`src/rtl/ctrl_pkg.sv`:
```
// ctrl_pkg: shared definitions for the multi-cycle main control unit.
//   - opcode constants for the supported instruction subset
//   - controller state enum (exported on state_o for debug)
//   - ALU-op, ALU B-source and PC-source encodings
package ctrl_pkg;

    localparam int CTRL_OP_W    = 6;
    localparam int CTRL_ALUOP_W = 2;
    localparam int CTRL_STATE_W = 4;

    localparam logic [CTRL_OP_W-1:0] OP_RTYPE = 6'h00;
    localparam logic [CTRL_OP_W-1:0] OP_LW    = 6'h23;
    localparam logic [CTRL_OP_W-1:0] OP_SW    = 6'h2B;
    localparam logic [CTRL_OP_W-1:0] OP_ADDI  = 6'h08;
    localparam logic [CTRL_OP_W-1:0] OP_SLTI  = 6'h0A;
    localparam logic [CTRL_OP_W-1:0] OP_BEQ   = 6'h04;
    localparam logic [CTRL_OP_W-1:0] OP_J     = 6'h02;

    typedef enum logic [CTRL_STATE_W-1:0] {
        S_FETCH  = 4'd0,
        S_DECODE = 4'd1,
        S_MEMADR = 4'd2,
        S_MEMRD  = 4'd3,
        S_MEMWB  = 4'd4,
        S_MEMWR  = 4'd5,
        S_RTYPE  = 4'd6,
        S_RWB    = 4'd7,
        S_IMMEX  = 4'd8,
        S_IMMWB  = 4'd9,
        S_BEQ    = 4'd10,
        S_JUMP   = 4'd11
    } state_t;

    localparam logic [CTRL_ALUOP_W-1:0] ALUOP_ADD   = 2'd0;
    localparam logic [CTRL_ALUOP_W-1:0] ALUOP_SUB   = 2'd1;
    localparam logic [CTRL_ALUOP_W-1:0] ALUOP_FUNCT = 2'd2;
    localparam logic [CTRL_ALUOP_W-1:0] ALUOP_SLT   = 2'd3;

    localparam logic [1:0] SRCB_REG    = 2'd0;
    localparam logic [1:0] SRCB_FOUR   = 2'd1;
    localparam logic [1:0] SRCB_IMM    = 2'd2;
    localparam logic [1:0] SRCB_IMM_SH = 2'd3;

    localparam logic [1:0] PCSRC_ALU    = 2'd0;
    localparam logic [1:0] PCSRC_ALUOUT = 2'd1;
    localparam logic [1:0] PCSRC_JUMP   = 2'd2;

endpackage

```
`src/rtl/multicycle_ctrl.sv`:
```
// multicycle_ctrl: Moore-style main control for the multi-cycle datapath.
// Walks each instruction through FETCH/DECODE/EXECUTE/MEM/WB states and drives
// the datapath enables and mux selects for the current state.
// Ports:
//   clk_i, rst_i (async, active-high)   clock and reset
//   instr_op_i [OP_W]                   opcode held in the instruction register
//   mem_ready_i                         memory completes the access this cycle
//   pc_write_o, pc_write_cond_o, pc_src_o[2]   PC update control
//   iord_o, mem_read_o, mem_write_o            memory interface control
//   ir_write_o, mem_to_reg_o, reg_dst_o, reg_write_o   IR / register file control
//   alu_src_a_o, alu_src_b_o[2], alu_op_o[ALUOP_W]     ALU operand / op selects
//   illegal_o                           pulse in DECODE for unsupported opcode
//   state_o [STATE_W]                   current state, debug only
module multicycle_ctrl
    import ctrl_pkg::*;
#(
    parameter int OP_W    = 6,
    parameter int ALUOP_W = 2,
    parameter int STATE_W = 4
) (
    input  logic               clk_i,
    input  logic               rst_i,
    input  logic [OP_W-1:0]    instr_op_i,
    input  logic               mem_ready_i,
    output logic               pc_write_o,
    output logic               pc_write_cond_o,
    output logic [1:0]         pc_src_o,
    output logic               iord_o,
    output logic               mem_read_o,
    output logic               mem_write_o,
    output logic               ir_write_o,
    output logic               mem_to_reg_o,
    output logic               reg_dst_o,
    output logic               reg_write_o,
    output logic               alu_src_a_o,
    output logic [1:0]         alu_src_b_o,
    output logic [ALUOP_W-1:0] alu_op_o,
    output logic               illegal_o,
    output logic [STATE_W-1:0] state_o
);

    state_t state, state_nxt;

    always_ff @(posedge clk_i or posedge rst_i) begin
        if (rst_i) state <= S_FETCH;
        else       state <= state_nxt;
    end

    assign state_o = STATE_W'(state);

    // Outputs follow the state; only the FETCH ready-gating and the opcode
    // terms in DECODE/MEMADR/IMMEX look at inputs.
    always_comb begin
        state_nxt       = state;
        pc_write_o      = 1'b0;
        pc_write_cond_o = 1'b0;
        pc_src_o        = PCSRC_ALU;
        iord_o          = 1'b0;
        mem_read_o      = 1'b0;
        mem_write_o     = 1'b0;
        ir_write_o      = 1'b0;
        mem_to_reg_o    = 1'b0;
        reg_dst_o       = 1'b0;
        reg_write_o     = 1'b0;
        alu_src_a_o     = 1'b0;
        alu_src_b_o     = SRCB_REG;
        alu_op_o        = ALUOP_W'(ALUOP_ADD);
        illegal_o       = 1'b0;

        case (state)
            S_FETCH: begin
                mem_read_o  = 1'b1;
                alu_src_b_o = SRCB_FOUR;
                // IR and PC only load on the cycle the read actually completes.
                ir_write_o  = mem_ready_i;
                pc_write_o  = mem_ready_i;
                if (mem_ready_i) state_nxt = S_DECODE;
            end
            S_DECODE: begin
                // Speculatively compute the branch target into ALUOut.
                alu_src_b_o = SRCB_IMM_SH;
                case (instr_op_i)
                    OP_RTYPE:        state_nxt = S_RTYPE;
                    OP_LW, OP_SW:    state_nxt = S_MEMADR;
                    OP_ADDI, OP_SLTI: state_nxt = S_IMMEX;
                    OP_BEQ:          state_nxt = S_BEQ;
                    OP_J:            state_nxt = S_JUMP;
                    default: begin
                        state_nxt = S_FETCH;
                        illegal_o = 1'b1;
                    end
                endcase
            end
            S_MEMADR: begin
                alu_src_a_o = 1'b1;
                alu_src_b_o = SRCB_IMM;
                state_nxt   = (instr_op_i == OP_LW) ? S_MEMRD : S_MEMWR;
            end
            S_MEMRD: begin
                mem_read_o = 1'b1;
                iord_o     = 1'b1;
                if (mem_ready_i) state_nxt = S_MEMWB;
            end
            S_MEMWB: begin
                reg_write_o  = 1'b1;
                mem_to_reg_o = 1'b1;
                state_nxt    = S_FETCH;
            end
            S_MEMWR: begin
                mem_write_o = 1'b1;
                iord_o      = 1'b1;
                if (mem_ready_i) state_nxt = S_FETCH;
            end
            S_RTYPE: begin
                alu_src_a_o = 1'b1;
                alu_op_o    = ALUOP_W'(ALUOP_FUNCT);
                state_nxt   = S_RWB;
            end
            S_RWB: begin
                reg_write_o = 1'b1;
                reg_dst_o   = 1'b1;
                state_nxt   = S_FETCH;
            end
            S_IMMEX: begin
                alu_src_a_o = 1'b1;
                alu_src_b_o = SRCB_IMM;
                alu_op_o    = (instr_op_i == OP_SLTI) ? ALUOP_W'(ALUOP_SLT)
                                                      : ALUOP_W'(ALUOP_ADD);
                state_nxt   = S_IMMWB;
            end
            S_IMMWB: begin
                reg_write_o = 1'b1;
                state_nxt   = S_FETCH;
            end
            S_BEQ: begin
                alu_src_a_o     = 1'b1;
                alu_op_o        = ALUOP_W'(ALUOP_SUB);
                pc_write_cond_o = 1'b1;
                pc_src_o        = PCSRC_ALUOUT;
                state_nxt       = S_FETCH;
            end
            S_JUMP: begin
                pc_write_o = 1'b1;
                pc_src_o   = PCSRC_JUMP;
                state_nxt  = S_FETCH;
            end
            default: state_nxt = S_FETCH;
        endcase
    end

endmodule

```
`config.mk`:
```
export PLATFORM = sky130hd
export DESIGN_NAME = multicycle_ctrl
export DESIGN_NICKNAME = d
export VERILOG_FILES = /design/src/rtl/ctrl_pkg.sv /design/src/rtl/multicycle_ctrl.sv
export SDC_FILE = /design/constraint.sdc
export NUM_CORES = 1
export LEC_CHECK = 0
export BUFFER_PORTS_ARGS = -buffer_cell sky130_fd_sc_hd__buf_2
export CAP_MARGIN = 20
export CORE_AREA = 2 2 41 43
export DETAILED_ROUTE_END_ITERATION = 8
export DIE_AREA = 0 0 43 45
export PLACE_DENSITY_LB_ADDON = 0.25
export RECOVER_POWER = 25
export SETUP_SLACK_MARGIN = 0.5
export SKIP_CTS_REPAIR_TIMING = 1
export SLEW_MARGIN = 15
export SYNTH_ARGS = -nofsm -noshare
export SYNTH_HDL_FRONTEND = slang
export SYNTH_SLANG_ARGS = --single-unit
```
`constraint.sdc`:
```
create_clock -name clk_i -period 1.53 [get_ports clk_i]
set_clock_uncertainty 0.1 [all_clocks]
set_input_delay 0.306 -clock clk_i [delete_from_list [all_inputs] [get_ports clk_i]]
set_output_delay 0.306 -clock clk_i [all_outputs]
set_load 0.02 [all_outputs]
```
==> results.yml <==
cts:
  clock_latency_ns: 0.25
  cts_root_buf: "clkbuf_4"
  cts_tree: "done"
  cts.sinks: 4
  htreeDepth: 1
  cts_made_buffers: 3
  clk_pin_slew_ns: 0.05
  clockBufferDepth: 2
cells_and_area:
  drive_gt1_share_pct: 73.0
  num_antenna_cells: 0
  areaGrowthSynthToFinish_pct: 145
  fin_nets: 151
  seqCellArea_um2: 104
  multi_input_area_um2: 581
  n_fill_cell: 48
  final_cell_mix: "buf_4, buf_6, buf_2"
  layout_commonest_cell: "buf_4"
  largest_reg_flops: 4
pwr:
  p_seq_share_pct: 11.0
  power.density_nw_per_um2: 933
  netSwitchingFraction_pct: 41.3
  power_frac_comb_pct: 76.5
  peakVddDrop_mv: 0.927
  leakage_nw: 0.643
  intPower_mw: 0.752
  pwr-share-clk_pct: 12.5
  p_sw_mw: 0.530
floorplan:
  die_area_um2: 1940
  io_pins: 30
  die_width_um: 43
  initial_core_util_pct: 38.2
  row_count: 14
  die_h_um: 45
  coreArea_um2: 1470
global_route:
  grt_antenna_before_repair: 0
  top_usage_layer: "met2"
  use_met2_pct: 40.3
  use_met1_pct: 24.9
  grt.overflow.total: 0
  grtUsageTotal_pct: 21.0
  grt_pass1_wl_mm: 3.13
  grt_max_degree: 19
  met3_usage_pct: 3.60
  grt_pass1_vias: 738
placed_design:
  gp_congestion: 0.843
  dp_hpwl_mm: 1.47
  port_buffers: 29
sta:
  hold_ws_ns: 0.304
  finalHoldViolCount: 0
  fin_setup_tns_ns: -5.43
  rsz0062_at_grt: "true"
  fin_crit_ns: 1.99
  tightest_slew_ns: 0.442
  worst_slack_ns: -0.459
  max_clock_freq_mhz: 503
  post-route-period-util_pct: 130
  final-setup-viol-count: 18
  drv_slew: 0
  relSlewSlack_pct: 69.8
worst_setup_path:
  crit_path_start_kind: "register"
  worst-r2r-setup-slack_ns: 0.01
  critPathArrivalTime_ns: 1.58
  critPathRequiredTime_ns: 1.12
  crit_path_max_fanout: 8
  reg2reg_to: "state_o[0]"
  crit_path_end: "reg_write_o"
  end_kind: "output pin"
  reg2reg_from: "state_o[0]"
  critPathLaunch: "state_o[2]"
  reg2reg_depth: 7
  critPathKind: "register to output pin"
drt:
  drt_first_pass_iters: 6
  drt_iter0_markers: 63
  drc: 0
  final_antenna_net_count: 0
  avgRoutedWirePerCell_um: 19.2
  num_vias: 981
  drt-total-wl_mm: 3.02
  via_per_inst: 6.25
run_status:
  outcome: "complete, but fails checks"
  violations: "negative setup slack"
synthesis:
  yosysSeqAreaShare_pct: 17.8
  syn_nets: 85
  netlist_instances: 76
  synth.cell_area_um2: 562
  yosys.area.top_type: "dfrtp_1"
  syn_area_per_cell_um2: 7.39
  yosysWarnings: 0
  yosys-top-cells-area: "dfrtp_1, nor3_1, nor2_1"
  ys_seq_elements: 4
  netlist-cell-type-count: 39
  synth.top_cell.area_share_pct: 17.8
min_path:
  hold_start: "instr_op_i[4]"
  hold_path.class: "input port to register"
job:
  drv_cap: 0
[critical path: stages, from the launching register on]
cell and delay [ns]:
dfrtp_2 0.38, buf_4 0.18, buf_4 0.14, nand2b_1 0.07, mux2_2 0.29, o22ai_2 0.12, buf_6 0.14
[worst min path at each step]
stage / endpoint / cells past startpoint
CTS: state_o[1] / 2
detailed placement: state_o[0] / 2
global placement: state_o[0] / 2
finish: state_o[1] / 3
floorplan: state_o[0] / 1
global route: state_o[1] / 3
[kinds of logic after synthesis]
family / count (synthesis) / share of synthesized area, %
compound gates: 21 / 27.8
xor+xnor: 2 / 3.12
buf+inv: 11 / 11.1
flops: 4 / 17.8
mux: 1 / 2.00
simple gates: 37 / 38.1
[per-layer routing]
layer  share of wire, %  wire length [µm]
met5                  0                 0
met2                 52              1570
met1                 35              1050
met3                8.3               251
met4                4.8               145
[stage by stage]
step	power (mW)	setup slack [ns]	std cells	cell area (µm²)	util [%]
3_3_place_gp	0.778	-0.162	142	1010	68.5
4_1_cts	0.941	-0.430	146	1030	70.2
6_report	1.28	-0.459	157	1370	93.4
3_5_place_dp	0.792	-0.170	142	1010	68.5
2_1_floorplan	0.540	-0.231	76	684	-
5_1_grt	1.33	-0.506	157	1370	93.4
[synth_stat cells, drive strengths merged]
| library cell | count |
|---|---|
| a2111oi | 1 |
| a211oi | 1 |
| a21o | 1 |
| a21oi | 1 |
| a221oi | 1 |
| a31oi | 2 |
| a32o | 1 |
| a32oi | 1 |
| a41o | 1 |
| a41oi | 1 |
| and2 | 1 |
| and3 | 1 |
| and4b | 1 |
| buf | 8 |
| dfrtp | 4 |
| inv | 3 |
| mux2 | 1 |
| nand2 | 3 |
| nand2b | 4 |
| nand3 | 1 |
| nand4 | 1 |
| nand4bb | 1 |
| nor2 | 9 |
| nor2b | 3 |
| nor3 | 8 |
| nor4b | 1 |
| o21ai | 5 |
| o21ba | 1 |
| o221ai | 1 |
| o22ai | 1 |
| o311a | 1 |
| o32ai | 1 |
| or2 | 1 |
| or3 | 1 |
| or4b | 1 |
| xor2 | 2 |
[power by group through the flow]
stage          logic (mW)  registers, mW  clock network, mW
6_report            0.982          0.141              0.160
5_1_grt              1.02          0.141              0.167
4_1_cts             0.664          0.130              0.147
3_5_place_dp        0.661          0.130                  0
3_3_place_gp        0.647          0.131                  0
2_1_floorplan       0.389          0.151                  0
[cell type report]
cell class	instances	area share [%]
clock buffers	4	1.91
multi-input cells	61	42.3
repair buffers	69	46.0
flip-flops and latches	4	7.56
well taps	16	1.46
inverters	3	0.820
No activity file was read; power rests on OpenSTA's default activity.
